--- config.mk ---
export PLATFORM = sky130hd
export DESIGN_NAME = wb_mem_bist_master_flat
export DESIGN_NICKNAME = d
export VERILOG_FILES = /design/src/rtl/wb_mem_bist_master_if.sv /design/src/rtl/wb_mem_bist_master.sv /design/src/flat_wrapper.sv
export SDC_FILE = /design/constraint.sdc
export NUM_CORES = 1
export LEC_CHECK = 0
export BUFFER_PORTS_ARGS = -buffer_cell sky130_fd_sc_hd__clkbuf_2
export CORE_MARGIN = 8
export CORE_UTILIZATION = 45
export CTS_BUF_LIST = sky130_fd_sc_hd__clkbuf_4
export DETAILED_ROUTE_END_ITERATION = 10
export GPL_ROUTABILITY_DRIVEN = 0
export HOLD_SLACK_MARGIN = 0.12
export MAX_ROUTING_LAYER = met4
export PLACE_DENSITY_LB_ADDON = 0.2
export SKIP_LAST_GASP = 1
export SLEW_MARGIN = 0
export SYNTH_ARGS = -nofsm -noshare
export SYNTH_HDL_FRONTEND = slang
export SYNTH_SLANG_ARGS = --single-unit
export TNS_END_PERCENT = 1
--- constraint.sdc ---
create_clock -name wb_clk_i -period 3.2 [get_ports wb_clk_i]
set_input_delay 0.32 -clock wb_clk_i [delete_from_list [all_inputs] [get_ports wb_clk_i]]
set_output_delay 0.32 -clock wb_clk_i [all_outputs]
set_load 0.01 [all_outputs]
--- src/rtl/wb_mem_bist_master_if.sv ---
// Wishbone classic single-beat bus bundle between the BIST initiator and the memory under test.
// The master modport is the initiator side; the slave modport is the responder side.
interface wb_mem_bist_master_if;
  logic [31:0] wbm_adr_o;
  logic [31:0] wbm_dat_o;
  logic [3:0]  wbm_sel_o;
  logic        wbm_we_o;
  logic        wbm_cyc_o;
  logic        wbm_stb_o;
  logic        wbm_ack_i;
  logic [31:0] wbm_dat_i;

  modport master (
    output wbm_adr_o, wbm_dat_o, wbm_sel_o, wbm_we_o, wbm_cyc_o, wbm_stb_o,
    input  wbm_ack_i, wbm_dat_i
  );

  modport slave (
    input  wbm_adr_o, wbm_dat_o, wbm_sel_o, wbm_we_o, wbm_cyc_o, wbm_stb_o,
    output wbm_ack_i, wbm_dat_i
  );
endinterface

--- src/rtl/wb_mem_bist_master.sv ---
// Wishbone memory BIST initiator: writes pattern+i to every word, then reads back and compares.
// Optional ack watchdog is enabled by defining MEM_BIST_TIMEOUT_EN.
module wb_mem_bist_master #(
  parameter int unsigned ADR_WIDTH      = 10,
  parameter logic [31:0] BASE_ADDR      = 32'h3000_0000,
  parameter int unsigned TIMEOUT_CYCLES = 255
) (
  input  logic                   wb_clk_i,
  input  logic                   wb_rst_i,
  input  logic                   start_i,
  input  logic [31:0]            pattern_i,
  input  logic [ADR_WIDTH:0]     num_words_i,
  wb_mem_bist_master_if.master   wbm,
  output logic                   busy_o,
  output logic                   done_o,
  output logic                   pass_o,
  output logic [15:0]            err_count_o,
  output logic [ADR_WIDTH-1:0]   fail_idx_o,
  output logic                   timeout_o
);

  typedef enum logic [2:0] {
    IDLE,
    WR,
    WGAP,
    RD,
    RGAP,
    DONE
  } state_e;

  localparam logic [ADR_WIDTH:0] MaxWords = {1'b1, {ADR_WIDTH{1'b0}}};

  // A zero limit would abort every transfer before any responder could answer.
  if (TIMEOUT_CYCLES == 0) begin : gZeroTimeoutLimit
    $error("TIMEOUT_CYCLES must be at least 1");
  end

  state_e                 state_q;
  logic [ADR_WIDTH-1:0]   idx_q;
  logic [ADR_WIDTH-1:0]   lastIdx_q;
  logic [31:0]            pattern_q;
  logic [31:0]            adr_q;
  logic [31:0]            dat_q;
  logic [3:0]             sel_q;
  logic                   we_q;
  logic                   cyc_q;
  logic                   stb_q;
  logic                   busy_q;
  logic                   done_q;
  logic                   pass_q;
  logic [15:0]            errCount_q;
  logic [ADR_WIDTH-1:0]   failIdx_q;

  logic [ADR_WIDTH:0]     numClamped;
  logic [ADR_WIDTH-1:0]   lastIdx_d;
  logic [ADR_WIDTH-1:0]   idxInc;
  logic [15:0]            errCount_d;
  logic                   ackSeen;
  logic                   mismatch;
  logic                   wdogExpired;

  function automatic logic [31:0] wordAddr(input logic [ADR_WIDTH-1:0] idx);
    return BASE_ADDR + (32'(idx) << 2);
  endfunction

  function automatic logic [31:0] expData(input logic [ADR_WIDTH-1:0] idx);
    return pattern_q + 32'(idx);
  endfunction

  // The low bits of a full-size count are zero, so subtracting one wraps to the top index.
  assign numClamped = (num_words_i > MaxWords) ? MaxWords : num_words_i;
  assign lastIdx_d  = numClamped[ADR_WIDTH-1:0] - ADR_WIDTH'(1);
  assign idxInc     = idx_q + ADR_WIDTH'(1);
  assign errCount_d = (errCount_q == 16'hFFFF) ? 16'hFFFF : errCount_q + 16'd1;
  assign ackSeen    = wbm.wbm_ack_i && stb_q;
  assign mismatch   = (wbm.wbm_dat_i != expData(idx_q));

`ifdef MEM_BIST_TIMEOUT_EN
  localparam int unsigned WdogW =
    ($clog2(TIMEOUT_CYCLES + 1) > 8) ? $clog2(TIMEOUT_CYCLES + 1) : 8;

  logic [WdogW-1:0] wdog_q;
  logic             timeout_q;

  always_ff @(posedge wb_clk_i) begin
    if (wb_rst_i || !stb_q || ackSeen) begin
      wdog_q <= '0;
    end else if (!wdogExpired) begin
      wdog_q <= wdog_q + WdogW'(1);
    end
  end

  assign wdogExpired = (wdog_q == WdogW'(TIMEOUT_CYCLES));
  assign timeout_o   = timeout_q;
`else
  assign wdogExpired = 1'b0;
  assign timeout_o   = 1'b0;
`endif

  always_ff @(posedge wb_clk_i) begin
    if (wb_rst_i) begin
      state_q    <= IDLE;
      idx_q      <= '0;
      lastIdx_q  <= '0;
      pattern_q  <= '0;
      adr_q      <= '0;
      dat_q      <= '0;
      sel_q      <= '0;
      we_q       <= 1'b0;
      cyc_q      <= 1'b0;
      stb_q      <= 1'b0;
      busy_q     <= 1'b0;
      done_q     <= 1'b0;
      pass_q     <= 1'b0;
      errCount_q <= '0;
      failIdx_q  <= '0;
`ifdef MEM_BIST_TIMEOUT_EN
      timeout_q  <= 1'b0;
`endif
    end else begin
      unique case (state_q)
        IDLE, DONE: begin
          if (start_i) begin
            pattern_q  <= pattern_i;
            lastIdx_q  <= lastIdx_d;
            idx_q      <= '0;
            errCount_q <= '0;
            failIdx_q  <= '0;
`ifdef MEM_BIST_TIMEOUT_EN
            timeout_q  <= 1'b0;
`endif
            if (numClamped == '0) begin
              state_q <= DONE;
              done_q  <= 1'b1;
              pass_q  <= 1'b1;
              busy_q  <= 1'b0;
            end else begin
              state_q <= WR;
              done_q  <= 1'b0;
              pass_q  <= 1'b0;
              busy_q  <= 1'b1;
              cyc_q   <= 1'b1;
              stb_q   <= 1'b1;
              we_q    <= 1'b1;
              sel_q   <= 4'hF;
              adr_q   <= BASE_ADDR;
              dat_q   <= pattern_i;
            end
          end
        end

        WR, RD: begin
          if (ackSeen) begin
            cyc_q <= 1'b0;
            stb_q <= 1'b0;
            we_q  <= 1'b0;
            sel_q <= '0;
            adr_q <= '0;
            dat_q <= '0;
            if (state_q == WR) begin
              state_q <= WGAP;
            end else begin
              if (mismatch) begin
                errCount_q <= errCount_d;
                if (errCount_q == '0) begin
                  failIdx_q <= idx_q;
                end
              end
              if (idx_q == lastIdx_q) begin
                state_q <= DONE;
                busy_q  <= 1'b0;
                done_q  <= 1'b1;
                pass_q  <= !mismatch && (errCount_q == '0);
              end else begin
                state_q <= RGAP;
              end
            end
          end else if (wdogExpired) begin
            cyc_q   <= 1'b0;
            stb_q   <= 1'b0;
            we_q    <= 1'b0;
            sel_q   <= '0;
            adr_q   <= '0;
            dat_q   <= '0;
            state_q <= DONE;
            busy_q  <= 1'b0;
            done_q  <= 1'b1;
            pass_q  <= 1'b0;
`ifdef MEM_BIST_TIMEOUT_EN
            timeout_q <= 1'b1;
`endif
          end
        end

        // The gap cycle keeps a registered-ack responder from acking the next strobe twice.
        WGAP: begin
          cyc_q <= 1'b1;
          stb_q <= 1'b1;
          sel_q <= 4'hF;
          if (idx_q == lastIdx_q) begin
            state_q <= RD;
            idx_q   <= '0;
            we_q    <= 1'b0;
            adr_q   <= BASE_ADDR;
            dat_q   <= '0;
          end else begin
            state_q <= WR;
            idx_q   <= idxInc;
            we_q    <= 1'b1;
            adr_q   <= wordAddr(idxInc);
            dat_q   <= expData(idxInc);
          end
        end

        RGAP: begin
          state_q <= RD;
          idx_q   <= idxInc;
          cyc_q   <= 1'b1;
          stb_q   <= 1'b1;
          we_q    <= 1'b0;
          sel_q   <= 4'hF;
          adr_q   <= wordAddr(idxInc);
        end

        default: state_q <= IDLE;
      endcase
    end
  end

  assign wbm.wbm_adr_o = adr_q;
  assign wbm.wbm_dat_o = dat_q;
  assign wbm.wbm_sel_o = sel_q;
  assign wbm.wbm_we_o  = we_q;
  assign wbm.wbm_cyc_o = cyc_q;
  assign wbm.wbm_stb_o = stb_q;

  assign busy_o      = busy_q;
  assign done_o      = done_q;
  assign pass_o      = pass_q;
  assign err_count_o = errCount_q;
  assign fail_idx_o  = failIdx_q;

endmodule
--- src/flat_wrapper.sv ---
// flat-port wrapper written by rule: the top's interface ports become plain ports
module wb_mem_bist_master_flat 
#(
  parameter int unsigned ADR_WIDTH      = 10,
  parameter logic [31:0] BASE_ADDR      = 32'h3000_0000,
  parameter int unsigned TIMEOUT_CYCLES = 255
)
  (wb_clk_i, wb_rst_i, start_i, pattern_i, num_words_i, busy_o, done_o, pass_o, err_count_o, fail_idx_o, timeout_o, wbm_wbm_adr_o, wbm_wbm_dat_o, wbm_wbm_sel_o, wbm_wbm_we_o, wbm_wbm_cyc_o, wbm_wbm_stb_o, wbm_wbm_ack_i, wbm_wbm_dat_i);
  wb_mem_bist_master_if wbm_i ();
  input  logic wb_clk_i;
  input  logic wb_rst_i;
  input  logic start_i;
  input  logic [31:0] pattern_i;
  input  logic [ADR_WIDTH:0] num_words_i;
  output logic busy_o;
  output logic done_o;
  output logic pass_o;
  output logic [15:0] err_count_o;
  output logic [ADR_WIDTH-1:0] fail_idx_o;
  output logic timeout_o;
  output wire logic [$bits(wbm_i.wbm_adr_o)-1:0] wbm_wbm_adr_o;
  output wire logic [$bits(wbm_i.wbm_dat_o)-1:0] wbm_wbm_dat_o;
  output wire logic [$bits(wbm_i.wbm_sel_o)-1:0] wbm_wbm_sel_o;
  output wire logic [$bits(wbm_i.wbm_we_o)-1:0] wbm_wbm_we_o;
  output wire logic [$bits(wbm_i.wbm_cyc_o)-1:0] wbm_wbm_cyc_o;
  output wire logic [$bits(wbm_i.wbm_stb_o)-1:0] wbm_wbm_stb_o;
  input wire logic [$bits(wbm_i.wbm_ack_i)-1:0] wbm_wbm_ack_i;
  input wire logic [$bits(wbm_i.wbm_dat_i)-1:0] wbm_wbm_dat_i;
  assign wbm_wbm_adr_o = wbm_i.wbm_adr_o;
  assign wbm_wbm_dat_o = wbm_i.wbm_dat_o;
  assign wbm_wbm_sel_o = wbm_i.wbm_sel_o;
  assign wbm_wbm_we_o = wbm_i.wbm_we_o;
  assign wbm_wbm_cyc_o = wbm_i.wbm_cyc_o;
  assign wbm_wbm_stb_o = wbm_i.wbm_stb_o;
  assign wbm_i.wbm_ack_i = wbm_wbm_ack_i;
  assign wbm_i.wbm_dat_i = wbm_wbm_dat_i;
  wb_mem_bist_master #(.ADR_WIDTH(ADR_WIDTH), .BASE_ADDR(BASE_ADDR), .TIMEOUT_CYCLES(TIMEOUT_CYCLES)) u_core (.wb_clk_i(wb_clk_i), .wb_rst_i(wb_rst_i), .start_i(start_i), .pattern_i(pattern_i), .num_words_i(num_words_i), .wbm(wbm_i), .busy_o(busy_o), .done_o(done_o), .pass_o(pass_o), .err_count_o(err_count_o), .fail_idx_o(fail_idx_o), .timeout_o(timeout_o));
endmodule
* After elaboration in Yosys (flattened, before gate mapping)
Index checks and enable logic that the tools add are counted.
Word-level totals: register bits after elaboration 154, output and inout port bits 101
Operators by class: add/subtract/negate cells 6, order comparisons 1, equality and inequality tests 15, muxes and demuxes 57, reduce and logical (&&, ||, !) cells 23
Operator list (number):
- $mux 32 | 7
- $pmux 32 s4 | 1
- $pmux 32 s3 | 1
- $mux 16 | 5
- $add 32x10->32 | 2
- $mux 10 | 6
- $ne 32x32->1 | 1
- $pmux 16 s2 | 1
- $add 30x12->31 const A | 1
- $pmux 10 s3 | 1
- $pmux 10 s2 | 1
- $mux 1 | 18
- $add 16x1->16 const B | 1
- $eq 16x16->1 const B | 1
- $logic_not 16->1 | 1
- $mux 3 | 4
- $mux 4 | 3
- $pmux 3 s4 | 1
- $pmux 4 s3 | 1
- $reduce_and 4->1 | 3
- $gt 11x11->1 const B | 1
- $logic_not 11->1 | 1
- $mux 11 | 1
- $add 10x1->10 const B | 1
- 21 further kinds | 38

* Depth between registers and ports, before layout
word-level depth 8, depth in mapped cells 14, gate-level depth less buffers 13

* Worst setup path after synthesis
OpenSTA, ideal clock, no wires.
kind reg-to-reg, from reg u_core.idx_q[1], to reg u_core.dat_q[31], in the netlist u_core.wbm.wbm_dat_o[31], setup time 0.115 ns, arrival 3.161 ns, data required time 3.085 ns, path slack -0.075 ns, stages on the path, launching flop included 14, path buffers 0, cell sequence dfxtp_1 -> ha_1 -> and3_1 -> and3_1 -> xor2_1 -> ha_1 -> and3_1 -> a21oi_1 -> o31ai_1 -> o41ai_2 -> or2_2 -> nor2_1 -> xnor2_1 -> a2111oi_0
Between the ends: longest elaborated chain between the ends 4, elaborated cells on any way between the ends 5, those cells by class add/sub (2); eq/ne (1); mux (2)
Ends and longest elaborated chain:
- start: declaration | line wb_mem_bist_master.sv:39 | logic [ADR_WIDTH-1:0] idx_q;
- start signal: assignment | line wb_mem_bist_master.sv:208 | idx_q <= idxInc;
- start signal: assignment | line wb_mem_bist_master.sv:217 | idx_q <= idxInc;
- $add 10x1->10 | line wb_mem_bist_master.sv:73 | assign idxInc = idx_q + ADR_WIDTH'(1);
- $add 32x10->32 | line wb_mem_bist_master.sv:67 | return pattern_q + 32'(idx);
- $mux 32 * | line wb_mem_bist_master.sv:200 | if (idx_q == lastIdx_q) begin
- $pmux 32 s3 * | line wb_mem_bist_master.sv:121 | unique case (state_q)
- end signal: assignment | line wb_mem_bist_master.sv:147 | dat_q <= pattern_i;
- end signal: assignment | line wb_mem_bist_master.sv:211 | dat_q <= expData(idxInc);
- end: declaration | line wb_mem_bist_master.sv:43 | logic [31:0] dat_q;
Every way passes the cells marked *; elsewhere a longest branch is shown, timed or not. A chain may end at the register's enable or synchronous reset.

* Final worst setup path
from reg u_core.idx_q[0], to reg u_core.errCount_q[0], in the netlist u_core.err_count_o[0]
Between the ends: longest elaborated chain between the ends 4
Ends and longest elaborated chain:
- $add 32x10->32 | line wb_mem_bist_master.sv:67
- $ne 32x32->1 | line wb_mem_bist_master.sv:76 | assign mismatch = (wbm.wbm_dat_i != expData(idx_q));
- $ne 2x1->1 (no line)
- $reduce_and 5->1 (no line)
- end signal: assignment | line wb_mem_bist_master.sv:164 | errCount_q <= errCount_d;
- end: declaration | line wb_mem_bist_master.sv:51 | logic [15:0] errCount_q;
Every way passes these cells.

==> reports/metrics.cfg <==
[drt]
ant_nets=0
vias=9078
dr.pass1.iters=5
routed_wl_mm=28.87
wl_per_cell_um=18.05
drt_iter0_drc=651
viasPerCell=5.674
drcViolationCount=0

[setup_path]
reg2reg_from=u_core.idx_q[0]$_SDFFE_PP0P_
r2r_end=u_core.err_count_o[0]$_SDFFE_PP0P_
worstPathRequired_ps=3670
arrival_ps=3780
path_max_fanout=15
reg2reg_depth=14
reg2reg_slack_ps=-110
worstSetupEndpointType=flop
start_kind=flop
crit_type=reg2reg

[grt]
grt_pass1_wl_mm=46.33
overflow=0
grt_usage=0.2511
antenna_found_initial=1
grt_pass1_vias=8917
grt_max_degree=118

[floorplanning]
chipWidth_um=152.3
io_pins=180
die_area_mm2=0.02318
num_rows=50
initial_core_util=0.4527
core-area_mm2=0.01846
die_y_um=152.3

[final_layout]
multi_input_area_mm2=0.005562
final_util=0.6051
syn_to_final_growth_pct=33.65
register_area_mm2=0.002594
drive_gt1_frac=0.2888
fill_cells=1704
fin_nets=1453

[power]
p_comb_frac=0.281
power_frac_clock=0.270
power.internal_w=0.002525
p_switching_w=0.001469
swShare=0.3678
p_leak_nw=4.651
power_density_mw_per_mm2=357.7
seq_power_share=0.449
ir_drop_mv=0.2437

[clock_tree]
cts_sinks=129
clock_path_buffers=2
clock_latency_ps=590
clkSlewWorstSetupHoldPaths_ps=130
cts_root_buf=clkbuf_4
cts_inserted_buffers=17
cts_tree=built
htreeDepth=4

[run_status]
failed_checks=negative setup slack
status=complete, but fails checks

[timing]
slew_headroom=0.4149
fin_crit_ps=3311
tightest_slew_ps=876.7
finalHoldViolCount=0
skew_ps=21.17
rsz0062_at_grt=yes
worst_slack_ps=-111.5
setup_viol=28
setup_tns_ps=-1340
max_freq_mhz=302.0
period_share=1.035
finalMaxSlewViolations=0

[synth]
synth_cell_types=72
synth_commonest_cells=nand2_1, dfxtp_1, nor2_1
yosys.area.top_type=dfxtp_1
synthArstFlopShare=0
synth_seq_cells=129
yosysWarnings=0
netlist_area_mm2=0.008356
seq_area_frac_synth=0.3091
netlist_instances=1081
syn_area_per_cell_um2=7.729
synth_most_common_cell=nand2_1
ys.flop_type=dfxtp_1
synthTopCellsByArea=dfxtp_1, nand2_1, a21oi_1
synth_edf_count=0
yosysTopAreaCellShare=0.3091

[placed_design]
io_buffer_count=158
place_hpwl_mm=20.34

[min_path]
min-delay-start=num_words_i[1]
hold_class=in2reg
hold_depth=4
hold_path_end=u_core.lastIdx_q[1]$_SDFFE_PP0P_

[run]
maxCapViolCount=0

-- power by group through the flow --
| stage | combinational [W] | sequential [W] | clock, W |
|---|---|---|---|
| 2_1_floorplan | 0.000620 | 0.00183 | 0 |
| 3_3_place_gp | 0.000973 | 0.00182 | 0 |
| 3_5_place_dp | 0.000981 | 0.00183 | 0 |
| 4_1_cts | 0.00110 | 0.00179 | 0.00110 |
| 5_1_grt | 0.00122 | 0.00181 | 0.00117 |
| 6_report | 0.00112 | 0.00180 | 0.00108 |
-- worst max-delay path by stage --
stage	startpoint	end	slack [ps]	cells after the start
global placement	u_core.idx_q[1]$_SDFFE_PP0P_	u_core.err_count_o[15]$_SDFFE_PP0P_	-430	14
finish	u_core.idx_q[0]$_SDFFE_PP0P_	u_core.err_count_o[0]$_SDFFE_PP0P_	-110	14
floorplan	u_core.idx_q[0]$_SDFFE_PP0P_	u_core.wbm.wbm_dat_o[31]$_SDFFE_PP0P_	20	14
global route	u_core.idx_q[0]$_SDFFE_PP0P_	u_core.err_count_o[3]$_SDFFE_PP0P_	-230	14
detailed placement	u_core.idx_q[1]$_SDFFE_PP0P_	u_core.fail_idx_o[5]$_SDFFE_PP0P_	-290	15
CTS	u_core.idx_q[0]$_SDFFE_PP0P_	u_core.err_count_o[0]$_SDFFE_PP0P_	-80	14
-- area by class of cell --
type	count	area share
multi-input combinational	844	0.4980
sequential	129	0.2323
timing repair buffer	332	0.2118
tap	234	0.02622
clock buffer	17	0.01143
clock inverter	15	0.01109
inverter	24	0.008067
antenna	5	0.001120
-- through the flow --
step / cell area, um2 / hold WS [ps] / setup slack, ps / cells / power [W]
4_1_cts: 11060 / 124.6 / -77.92 / 1595 / 0.003994
3_3_place_gp: 10050 / 443.3 / -433.2 / 1515 / 0.002798
5_1_grt: 11170 / 134.0 / -233.8 / 1600 / 0.004203
6_report: 11170 / 144.5 / -111.5 / 1600 / 0.003994
3_5_place_dp: 10050 / 452.4 / -287.5 / 1515 / 0.002807
2_1_floorplan: 8472 / 428.8 / 17.24 / 1101 / 0.002447
-- repair_timing --
action                                  in CTS  in global routing
buffers inserted                             8                  0
hold buffers                                37                  0
cloned                                       3                  0
endpoints found under the setup margin      47                 49
resized for setup                           39                 21
pin swaps                                   16                  3
endpoints found under the hold margin       68                  0
-- layout by cell type, fill, tap and decap left out, types with 6 or more instances in the layout --
cell	instances
a211oi_1	17
a211oi_2	8
a21o_1	7
a21oi_1	82
a221oi_1	25
a31oi_1	8
and3_1	15
buf_12	9
buf_4	126
clkbuf_2	157
clkbuf_4	17
conb_1	21
dfxtp_1	124
dlygate4sd3_1	37
ha_1	14
ha_4	9
inv_1	24
inv_6	6
mux2i_1	13
nand2_1	137
nand2b_1	8
nand3_1	38
nand4_1	21
nor2_1	91
nor2b_1	11
nor3_1	40
nor4_1	12
o2111ai_1	6
o211ai_1	8
o21a_1	6
o21ai_0	35
or3_1	10
xnor2_1	48
xor2_1	45
-- sequential cells by signal (all words and copies together), names as in the netlist, 3 cells and up --
register              flops
u_core.wbm.wbm_adr_o     11
u_core.pattern_q         32
u_core.lastIdx_q         10
u_core.fail_idx_o        10
u_core.idx_q             10
u_core.wbm.wbm_dat_o     32
u_core.err_count_o       16
u_core.state_q            3
-- layer usage --
layer	global-route usage	vias up	wire length, um
met1	0.3072	4258	12740
li1	-	4402	-
met2	0.4087	362	13640
met4	0.07901	0	620
met5	-	-	0
met3	0.05190	56	1872
-- critical path, cell delays in order, from the launching register on --
cell and delay (ps):
dfxtp_4 420, ha_4 150, fa_2 230, a21oi_4 70
o21a_1 220, o22a_1 250, or4b_4 520, a2111oi_4 290
and4b_2 300, a31oi_4 120, buf_12 180, buf_12 120
buf_16 140, o211ai_1 100, o31ai_2 90
-- cell families after synthesis --
logic type / synth area share
AO/OA/AOI/OAI: 0.2246
XOR/XNOR: 0.09958
adder cells (fa/ha/maj): 0.04073
buffers and inverters: 0.07442
flip-flops: 0.3091
multiplexers: 0.01557
other: 0.0004488
AND/OR/NAND/NOR: 0.2355
(Power assumes the default switching activity.)
